### src/rtl/mips_pkg.sv
`default_nettype none
// ============================================================================
// Module      : mips_pkg
// Description : Shared encodings and shadow-slot types for pipeline hazard control
// Revision    : 1.0
// ============================================================================
package mips_pkg;

    localparam int unsigned MIPS_REG_AW = 5;

    localparam logic [1:0] FWD_REG = 2'b00;
    localparam logic [1:0] FWD_WB  = 2'b01;
    localparam logic [1:0] FWD_MEM = 2'b10;

    localparam logic [1:0] PC_SEQ  = 2'b00;
    localparam logic [1:0] PC_BR   = 2'b01;
    localparam logic [1:0] PC_J    = 2'b10;

    typedef enum logic [0:0] {
        RUN      = 1'b0,
        LU_STALL = 1'b1
    } hz_state_t;

    typedef struct packed {
        logic                   valid;
        logic                   reg_write;
        logic [MIPS_REG_AW-1:0] wreg;
        logic                   mem_read;
    } slot_t;

    typedef struct packed {
        slot_t                  w;
        logic [MIPS_REG_AW-1:0] rs;
        logic [MIPS_REG_AW-1:0] rt;
        logic                   use_rs;
        logic                   use_rt;
    } ex_slot_t;

    // A slot only counts as producing r when it really writes a non-zero register;
    // allow_load=0 additionally rejects a load whose data is not yet available.
    function automatic logic slot_hit(input slot_t s, input logic [MIPS_REG_AW-1:0] r,
                                      input logic allow_load);
        return s.valid && s.reg_write && (s.wreg == r) && (r != '0) &&
               (allow_load || !s.mem_read);
    endfunction

endpackage
`default_nettype wire

### src/rtl/hazard_slot.sv
`default_nettype none
// ============================================================================
// Module      : hazard_slot
// Description : Shadow-slot register with load and bubble (clear) control
// Revision    : 1.0
// ============================================================================
module hazard_slot #(
    parameter int unsigned W = 8
) (
    input  logic         clk,
    input  logic         rst,
    input  logic         load_i,
    input  logic         bubble_i,
    input  logic [W-1:0] d_i,
    output logic [W-1:0] q_o
);

    logic [W-1:0] slot_q;
    logic [W-1:0] slot_d;

    // An all-zero slot is an invalid bubble.
    always_comb begin
        slot_d = slot_q;
        if (bubble_i) begin
            slot_d = '0;
        end else if (load_i) begin
            slot_d = d_i;
        end
    end

    always_ff @(posedge clk or negedge rst) begin
        if (!rst) begin
            slot_q <= '0;
        end else begin
            slot_q <= slot_d;
        end
    end

    assign q_o = slot_q;

endmodule
`default_nettype wire

### src/rtl/pipe_hazard_ctrl.sv
`default_nettype none
// ============================================================================
// Module      : pipe_hazard_ctrl
// Description : Stall, flush, forwarding and next-PC control for a 5-stage MIPS pipe
// Revision    : 1.0
// ============================================================================
module pipe_hazard_ctrl
    import mips_pkg::*;
#(
    parameter int unsigned REG_AW = MIPS_REG_AW,
    parameter int unsigned CNT_W  = 16
) (
    input  logic              clk,
    input  logic              rst,
    input  logic [REG_AW-1:0] id_rs,
    input  logic [REG_AW-1:0] id_rt,
    input  logic              id_use_rs,
    input  logic              id_use_rt,
    input  logic              id_reg_write,
    input  logic [REG_AW-1:0] id_wreg,
    input  logic              id_mem_read,
    input  logic              id_jump,
    input  logic              mem_br_taken,
    output logic              pc_en,
    output logic              if_id_en,
    output logic              if_id_flush,
    output logic              id_ex_flush,
    output logic              ex_mem_flush,
    output logic [1:0]        pc_sel,
    output logic [1:0]        fwd_a,
    output logic [1:0]        fwd_b,
    output logic              id_byp_a,
    output logic              id_byp_b,
    output logic [CNT_W-1:0]  stall_cnt,
    output logic [CNT_W-1:0]  flush_cnt
);

    localparam logic [CNT_W-1:0] CNT_ONE = CNT_W'(1);

    ex_slot_t  ex_d, ex_q;
    slot_t     mem_q, wb_q;
    hz_state_t state_q, state_d;
    logic [CNT_W-1:0] stall_cnt_q, stall_cnt_d, flush_cnt_q, flush_cnt_d;
    logic br, jmp, lu, stall, flush_ev;

    // Gating with rst keeps every control output at its idle value while in reset.
    assign br  = mem_br_taken & rst;
    assign jmp = id_jump & rst;
    assign lu  = ex_q.w.mem_read &
                 ((id_use_rs & slot_hit(ex_q.w, id_rs, 1'b1)) |
                  (id_use_rt & slot_hit(ex_q.w, id_rt, 1'b1)));
    assign stall    = lu & ~br;
    assign flush_ev = br | (jmp & ~stall);

    always_comb begin
        ex_d             = '0;
        ex_d.w.valid     = 1'b1;
        ex_d.w.reg_write = id_reg_write;
        ex_d.w.wreg      = id_wreg;
        ex_d.w.mem_read  = id_mem_read;
        ex_d.rs          = id_rs;
        ex_d.rt          = id_rt;
        ex_d.use_rs      = id_use_rs;
        ex_d.use_rt      = id_use_rt;
    end

    hazard_slot #(.W($bits(ex_slot_t))) u_ex_slot (
        .clk(clk), .rst(rst), .load_i(1'b1), .bubble_i(br | stall), .d_i(ex_d), .q_o(ex_q)
    );
    hazard_slot #(.W($bits(slot_t))) u_mem_slot (
        .clk(clk), .rst(rst), .load_i(1'b1), .bubble_i(br), .d_i(ex_q.w), .q_o(mem_q)
    );
    hazard_slot #(.W($bits(slot_t))) u_wb_slot (
        .clk(clk), .rst(rst), .load_i(1'b1), .bubble_i(1'b0), .d_i(mem_q), .q_o(wb_q)
    );

    always_comb begin
        state_d = RUN;
        if (state_q == RUN && stall) begin
            state_d = LU_STALL;
        end
    end

    always_comb begin
        pc_en        = 1'b1;
        if_id_en     = 1'b1;
        if_id_flush  = 1'b0;
        id_ex_flush  = 1'b0;
        ex_mem_flush = 1'b0;
        pc_sel       = PC_SEQ;
        if (br) begin
            pc_sel       = PC_BR;
            if_id_flush  = 1'b1;
            id_ex_flush  = 1'b1;
            ex_mem_flush = 1'b1;
        end else if (stall) begin
            pc_en       = 1'b0;
            if_id_en    = 1'b0;
            id_ex_flush = 1'b1;
        end else if (jmp) begin
            pc_sel      = PC_J;
            if_id_flush = 1'b1;
        end
    end

    always_comb begin
        fwd_a = FWD_REG;
        if (ex_q.use_rs && slot_hit(mem_q, ex_q.rs, 1'b0)) begin
            fwd_a = FWD_MEM;
        end else if (slot_hit(wb_q, ex_q.rs, 1'b1)) begin
            fwd_a = FWD_WB;
        end
        fwd_b = FWD_REG;
        if (ex_q.use_rt && slot_hit(mem_q, ex_q.rt, 1'b0)) begin
            fwd_b = FWD_MEM;
        end else if (slot_hit(wb_q, ex_q.rt, 1'b1)) begin
            fwd_b = FWD_WB;
        end
    end

    assign id_byp_a = id_use_rs & slot_hit(wb_q, id_rs, 1'b1);
    assign id_byp_b = id_use_rt & slot_hit(wb_q, id_rt, 1'b1);

    always_comb begin
        stall_cnt_d = stall_cnt_q;
        flush_cnt_d = flush_cnt_q;
        if (stall && stall_cnt_q != '1) begin
            stall_cnt_d = stall_cnt_q + CNT_ONE;
        end
        if (flush_ev && flush_cnt_q != '1) begin
            flush_cnt_d = flush_cnt_q + CNT_ONE;
        end
    end

    always_ff @(posedge clk or negedge rst) begin
        if (!rst) begin
            state_q     <= RUN;
            stall_cnt_q <= '0;
            flush_cnt_q <= '0;
        end else begin
            state_q     <= state_d;
            stall_cnt_q <= stall_cnt_d;
            flush_cnt_q <= flush_cnt_d;
        end
    end

    assign stall_cnt = stall_cnt_q;
    assign flush_cnt = flush_cnt_q;

endmodule
`default_nettype wire

### config.mk
export PLATFORM = sky130hd
export DESIGN_NAME = pipe_hazard_ctrl
export DESIGN_NICKNAME = d
export VERILOG_FILES = /design/src/rtl/mips_pkg.sv /design/src/rtl/hazard_slot.sv /design/src/rtl/pipe_hazard_ctrl.sv
export SDC_FILE = /design/constraint.sdc
export NUM_CORES = 1
export LEC_CHECK = 0
export BUFFER_PORTS_ARGS = -buffer_cell sky130_fd_sc_hd__buf_2
export CORE_MARGIN = 2
export CORE_UTILIZATION = 45
export DETAILED_ROUTE_END_ITERATION = 16
export GPL_TIMING_DRIVEN = 0
export PLACE_DENSITY = 0.68
export SYNTH_ARGS = -nofsm -noshare
export SYNTH_HDL_FRONTEND = slang
export SYNTH_SLANG_ARGS = --single-unit
### constraint.sdc
create_clock -name clk -period 6.8 [get_ports clk]
set_input_delay 1.36 -clock clk [delete_from_list [all_inputs] [get_ports clk]]
set_output_delay 1.36 -clock clk [all_outputs]
set_load 0.01 [all_outputs]
After elaboration in Yosys (flattened, before gate mapping)
Cells that the tools add are included.

Add/sub/neg operators: 2. Multipliers: 0. Div/mod/pow operators: 0. $lt $le $gt $ge: 0. Eq/ne operators: 10. Shift operators: 0. Mux-type cells: 17. Bitwise logic cells: 14. Reduce and logical (&&, ||, !) cells: 30.

Operator list (count): equality test 5 bit (8); adder 16 x 1 -> 16 bit, second input constant (2); inequality test 16 bit, second input constant (2); logical AND 1 bit (25); 2-to-1 mux 20 bit (1); nonzero test 5 bit (4); 2-to-1 mux 1 bit (10); 2-to-1 mux 2 bit (5); AND 1 bit (9); 2-to-1 mux 8 bit (1); bitwise OR 1 bit (3); inverter 1 bit (2); zero test 1 bit (1).

Bits in registers: 68. Bits in latches: 0. Memory bits (writable): 0. Memory bits (read-only): 0. Input port bits: 23. Output and inout port bits: 45. Logic and storage cells: 78. Memories kept: 0.

Logic depth before layout (Yosys ltp)
Depth after elaboration: 11. Depth in mapped cells: 7. Depth with buffers taken out: 6.

Modules after synthesis
Synthesis repeated with hierarchy kept, for this count alone.

Cell total of the unflattened synthesis: 356. Area, all modules: 3741.1 um^2.

Modules (own cells, without submodules): pipe_hazard_ctrl (instances 1, cells each 240, area an instance 2284.7 um^2, seq. area each 800.8 um^2); hazard_slot at u_ex_slot (instances 1, cells each 64, area an instance 805.8 um^2, seq. area each 500.5 um^2); hazard_slot at u_mem_slot ... (instances 2, cells each 26, area an instance 325.3 um^2, seq. area each 200.2 um^2).

Least setup slack after synthesis
OpenSTA, ideal clock, no wires.

Kind: input -> output. Start: input port id_rs[1]. End: output port id_ex_flush. Arrival time: 2.697 ns. Data required time: 5.440 ns. Setup slack: 2.743 ns. Cell stages on the path: 7. Buffers on the path: 1. Cell sequence: or4_1 -> o21ai_2 -> nor3_1 -> nor2_1 -> o21a_1 -> buf_2 -> inv_1.

Longest elaborated chain between the ends: 9. Elaborated cells between the ends (all ways): 10. Those cells by class: 1 x eq/ne; 2 x mux; 4 x bitwise; 3 x reduce/logical.

Ends and longest elaborated chain: start, declared (RTL line pipe_hazard_ctrl.sv:15) `input logic [REG_AW-1:0] id_rs,`; equality test 5 bit (RTL line mips_pkg.sv:43) `return s.valid && s.reg_write && (s.wreg == r) && (r != '0) &&`; logical AND 1 bit (RTL line mips_pkg.sv:43); logical AND 1 bit (*) (RTL line mips_pkg.sv:43); AND 1 bit (*) (RTL line pipe_hazard_ctrl.sv:50) `((id_use_rs & slot_hit(ex_q.w, id_rs, 1'b1)) |`; bitwise OR 1 bit (*) (RTL line pipe_hazard_ctrl.sv:50); AND 1 bit (*) (RTL line pipe_hazard_ctrl.sv:49) `assign lu = ex_q.w.mem_read &`; AND 1 bit (*) (RTL line pipe_hazard_ctrl.sv:52) `assign stall = lu & ~br;`; 2-to-1 mux 1 bit (*) (RTL line pipe_hazard_ctrl.sv:96) `end else if (stall) begin`; 2-to-1 mux 1 bit (*) (RTL line pipe_hazard_ctrl.sv:91) `if (br) begin`; end, declared (RTL line pipe_hazard_ctrl.sv:27) `output logic id_ex_flush,`.

Mark *: on every way between the ends. The rest lies on a longest branch, timed or not.

Worst setup path in the final report
Start: input port rst. End: output port pc_en.

Longest elaborated chain between the ends: 5.

Ends and longest elaborated chain: start, declared (RTL line pipe_hazard_ctrl.sv:14) `input logic rst,`; AND 1 bit (*) (RTL line pipe_hazard_ctrl.sv:47) `assign br = mem_br_taken & rst;`; inverter 1 bit (RTL line pipe_hazard_ctrl.sv:52); AND 1 bit (RTL line pipe_hazard_ctrl.sv:52); 2-to-1 mux 1 bit (RTL line pipe_hazard_ctrl.sv:96); 2-to-1 mux 1 bit (*) (RTL line pipe_hazard_ctrl.sv:91); end, declared (RTL line pipe_hazard_ctrl.sv:24) `output logic pc_en,`.

Marked as above.

==> metrics <==
worst path required time 5.44 ns; chip height 89.92 um; Async SR Flop Fraction 100.0%; initial core utilization 46.05%; most frequent CP cell buf_4; final core utilization 55.90%; WL/cell between 10 and 15 um; Fmax achieved 0.2160 GHz; die width around 90 um; dpl ws 2.110 ns; Post-synth EDFFs 0; Gate Count Post-Synth 299; Clock Latency Late Sink 0.35 ns; vias in the first global route 2402; critical path arrival approximately 3.3 ns; delay-heaviest family, CP buffers and inverters; Clock Path Buffers 2; Synth area leaders dfrtp_1 (50%), xnor2_1 (14%), and2_1 (5.3%); DRC viols 0; synthesized area around 0.0033 mm2; LEAKAGE 1.850 nW; CTS Sinks 67; total setup buffers inserted after CTS 0; DRT antenna net count 0; grt ovf 0; vias around 2400; Rows 31; period utilisation layout 68.08%; commonest non-fill, non-tap cell in the layout buf_2; PD cells ~260 mW/mm2; Max-slew headroom 42.23%; Max FO, Critical Path 72; Syn-to-layout area delta 21.39%; Die Footprint 0.008086 mm2; max incr delay on CP 0.64 ns; crit path time final 4.629 ns; Final setup viols 0; First-pass DRT Iterations 5; Yosys reg bits 67; Yosys warning total 0; max-cap violations 0; Worst-Margin Slew between 0.8 and 0.9 ns; initial antenna violation count 0; CP Cell Sequence buf_4 > nand2_1 > nand2b_1 > nor4_2 > nor2_4 > buf_6 > buf_4 > buf_2; H-Tree Depth 3; Setup Skew between 0.01 and 0.015 ns; dominant cell type by area after synthesis dfrtp_1; Final Max Tran Viols 0; kind of critical path in -> out; Clock Tree Root clkbuf_8; first-pass GRT wire length 11.98 mm; Post-Syn Area per Cell 11.11 um2; synth unique cells 40; Power Total 1.031 mW; largest net degree at the start of global routing 73; Detailed Route WL between 6 and 7 mm; post-cts resize count 0; Setup TNS 0 ns; VDD IR max 0.0001564 V; Vias/cell ~5; Total Nets Final 402; Min-Delay Path Class reg -> reg; post-synth top area share about half; Post-CTS Hold Fix Bufs 0; Worst-path clk slew around 0.07 ns; commonest cells after routing, fill and taps aside buf_2 (68), dfrtp_1 (67), xnor2_1 (52); post-synthesis sequential area ratio 50.47%; Fin. Hold Viols 0; core area 0.007214 mm2; setup ws final 2.171 ns; Placer Congestion between 0.8 and 0.9; Port Buffers 67; status complete, no violations; share of layout cells above drive strength 1 26.70%; HPWL after detailed placement 4.934 mm; Synth Flop Type dfrtp_1; CP max stage cell buf_4; CP Buf/Inv Count 4; TritonCTS Buffers 9; RSZ-0062 raised after global routing false; crit end category output port; I/O pin cnt 68; final hold slack 0.3813 ns; Iteration-0 DRC Markers 105; CTS tree done; Critical Path Start Type input port; GRT Total Usage roughly 19%; Net Count, Synth ~320; Ant. Diodes 0
-- final cells by class --
cell class / instances / area, um2
buffer: 11 / 58.81
clock buffer: 10 / 137.6
clock inverter: 6 / 111.4
fill: 645 / 3182
inverter: 6 / 22.52
multi-input combinational: 215 / 1564
sequential: 67 / 1677
tap: 99 / 123.9
timing repair buffer: 67 / 337.8
-- synth_stat cells (7+ instances only) --
cell     instances
dfrtp_1         67
and3_1           7
xor2_1          15
nand3_1         10
xnor2_1         52
nor2_1           9
nand4_1         15
nand2_1         20
and2_1          28
nor4_1          11
-- registers in the layout, indices dropped and copies added, names as in the netlist --
register        cells
u_wb_slot.q_o       7
stall_cnt          16
u_ex_slot.q_o      20
u_mem_slot.q_o      8
flush_cnt          16
-- final timing paths --
path,start,to,slack [ns],depth (start not counted)
worst max-delay path,rst,pc_en,2.17,8
worst min-delay path,u_mem_slot.q_o[7]$_DFF_PN0_,u_wb_slot.q_o[7]$_DFF_PN0_,0.38,0
worst max register to register,u_ex_slot.q_o[14]$_DFF_PN0_,stall_cnt[15]$_DFFE_PN0P_,4.46,6
worst min register to register,u_mem_slot.q_o[7]$_DFF_PN0_,u_wb_slot.q_o[7]$_DFF_PN0_,0.38,0
max in group asynchronous,rst,u_ex_slot.q_o[14]$_DFF_PN0_,5.11,1
min in group asynchronous,rst,u_ex_slot.q_o[15]$_DFF_PN0_,1.13,1
-- report_power, final --
part	internal, mW	switching (mW)	leakage [nW]
Combinational	0.0709	0.0731	0.870
Sequential	0.433	0.0397	0.857
Clock	0.254	0.159	0.123
Total	0.758	0.272	1.85
-- metal layers --
metal,global-route usage [%],wire [um]
met1,24.63,3202
met3,4.862,325
met5,0,0
met4,7.179,129
met2,29.17,3252
-- through the flow --
stage	cells	instance area, um2
finish	481	4033
global route	481	4033
CTS	481	4033
detailed placement	465	3784
global placement	465	3781
floorplan	299	3322
-- worst reg2reg max path, delay by kind of cell (launching register included) --
| family | cells | cell delay (ns) |
|---|---|---|
| muxes | 1 | 0.37 |
| xor gates and xnor gates | 1 | 0.19 |
| DFF | 1 | 0.42 |
| and+or+nand+nor | 4 | 1.26 |
-- cells by family after synthesis --
| family | synth area share [%] |
|---|---|
| AOI/OAI and AO/OA | 2.260 |
| and+or+nand+nor | 25.05 |
| DFF | 50.47 |
| muxes | 1.356 |
| xor gates and xnor gates | 17.67 |
| adders and majority gates | 0.7532 |
| buffers and inverters | 2.448 |
Power figures use the tool's default switching activity.
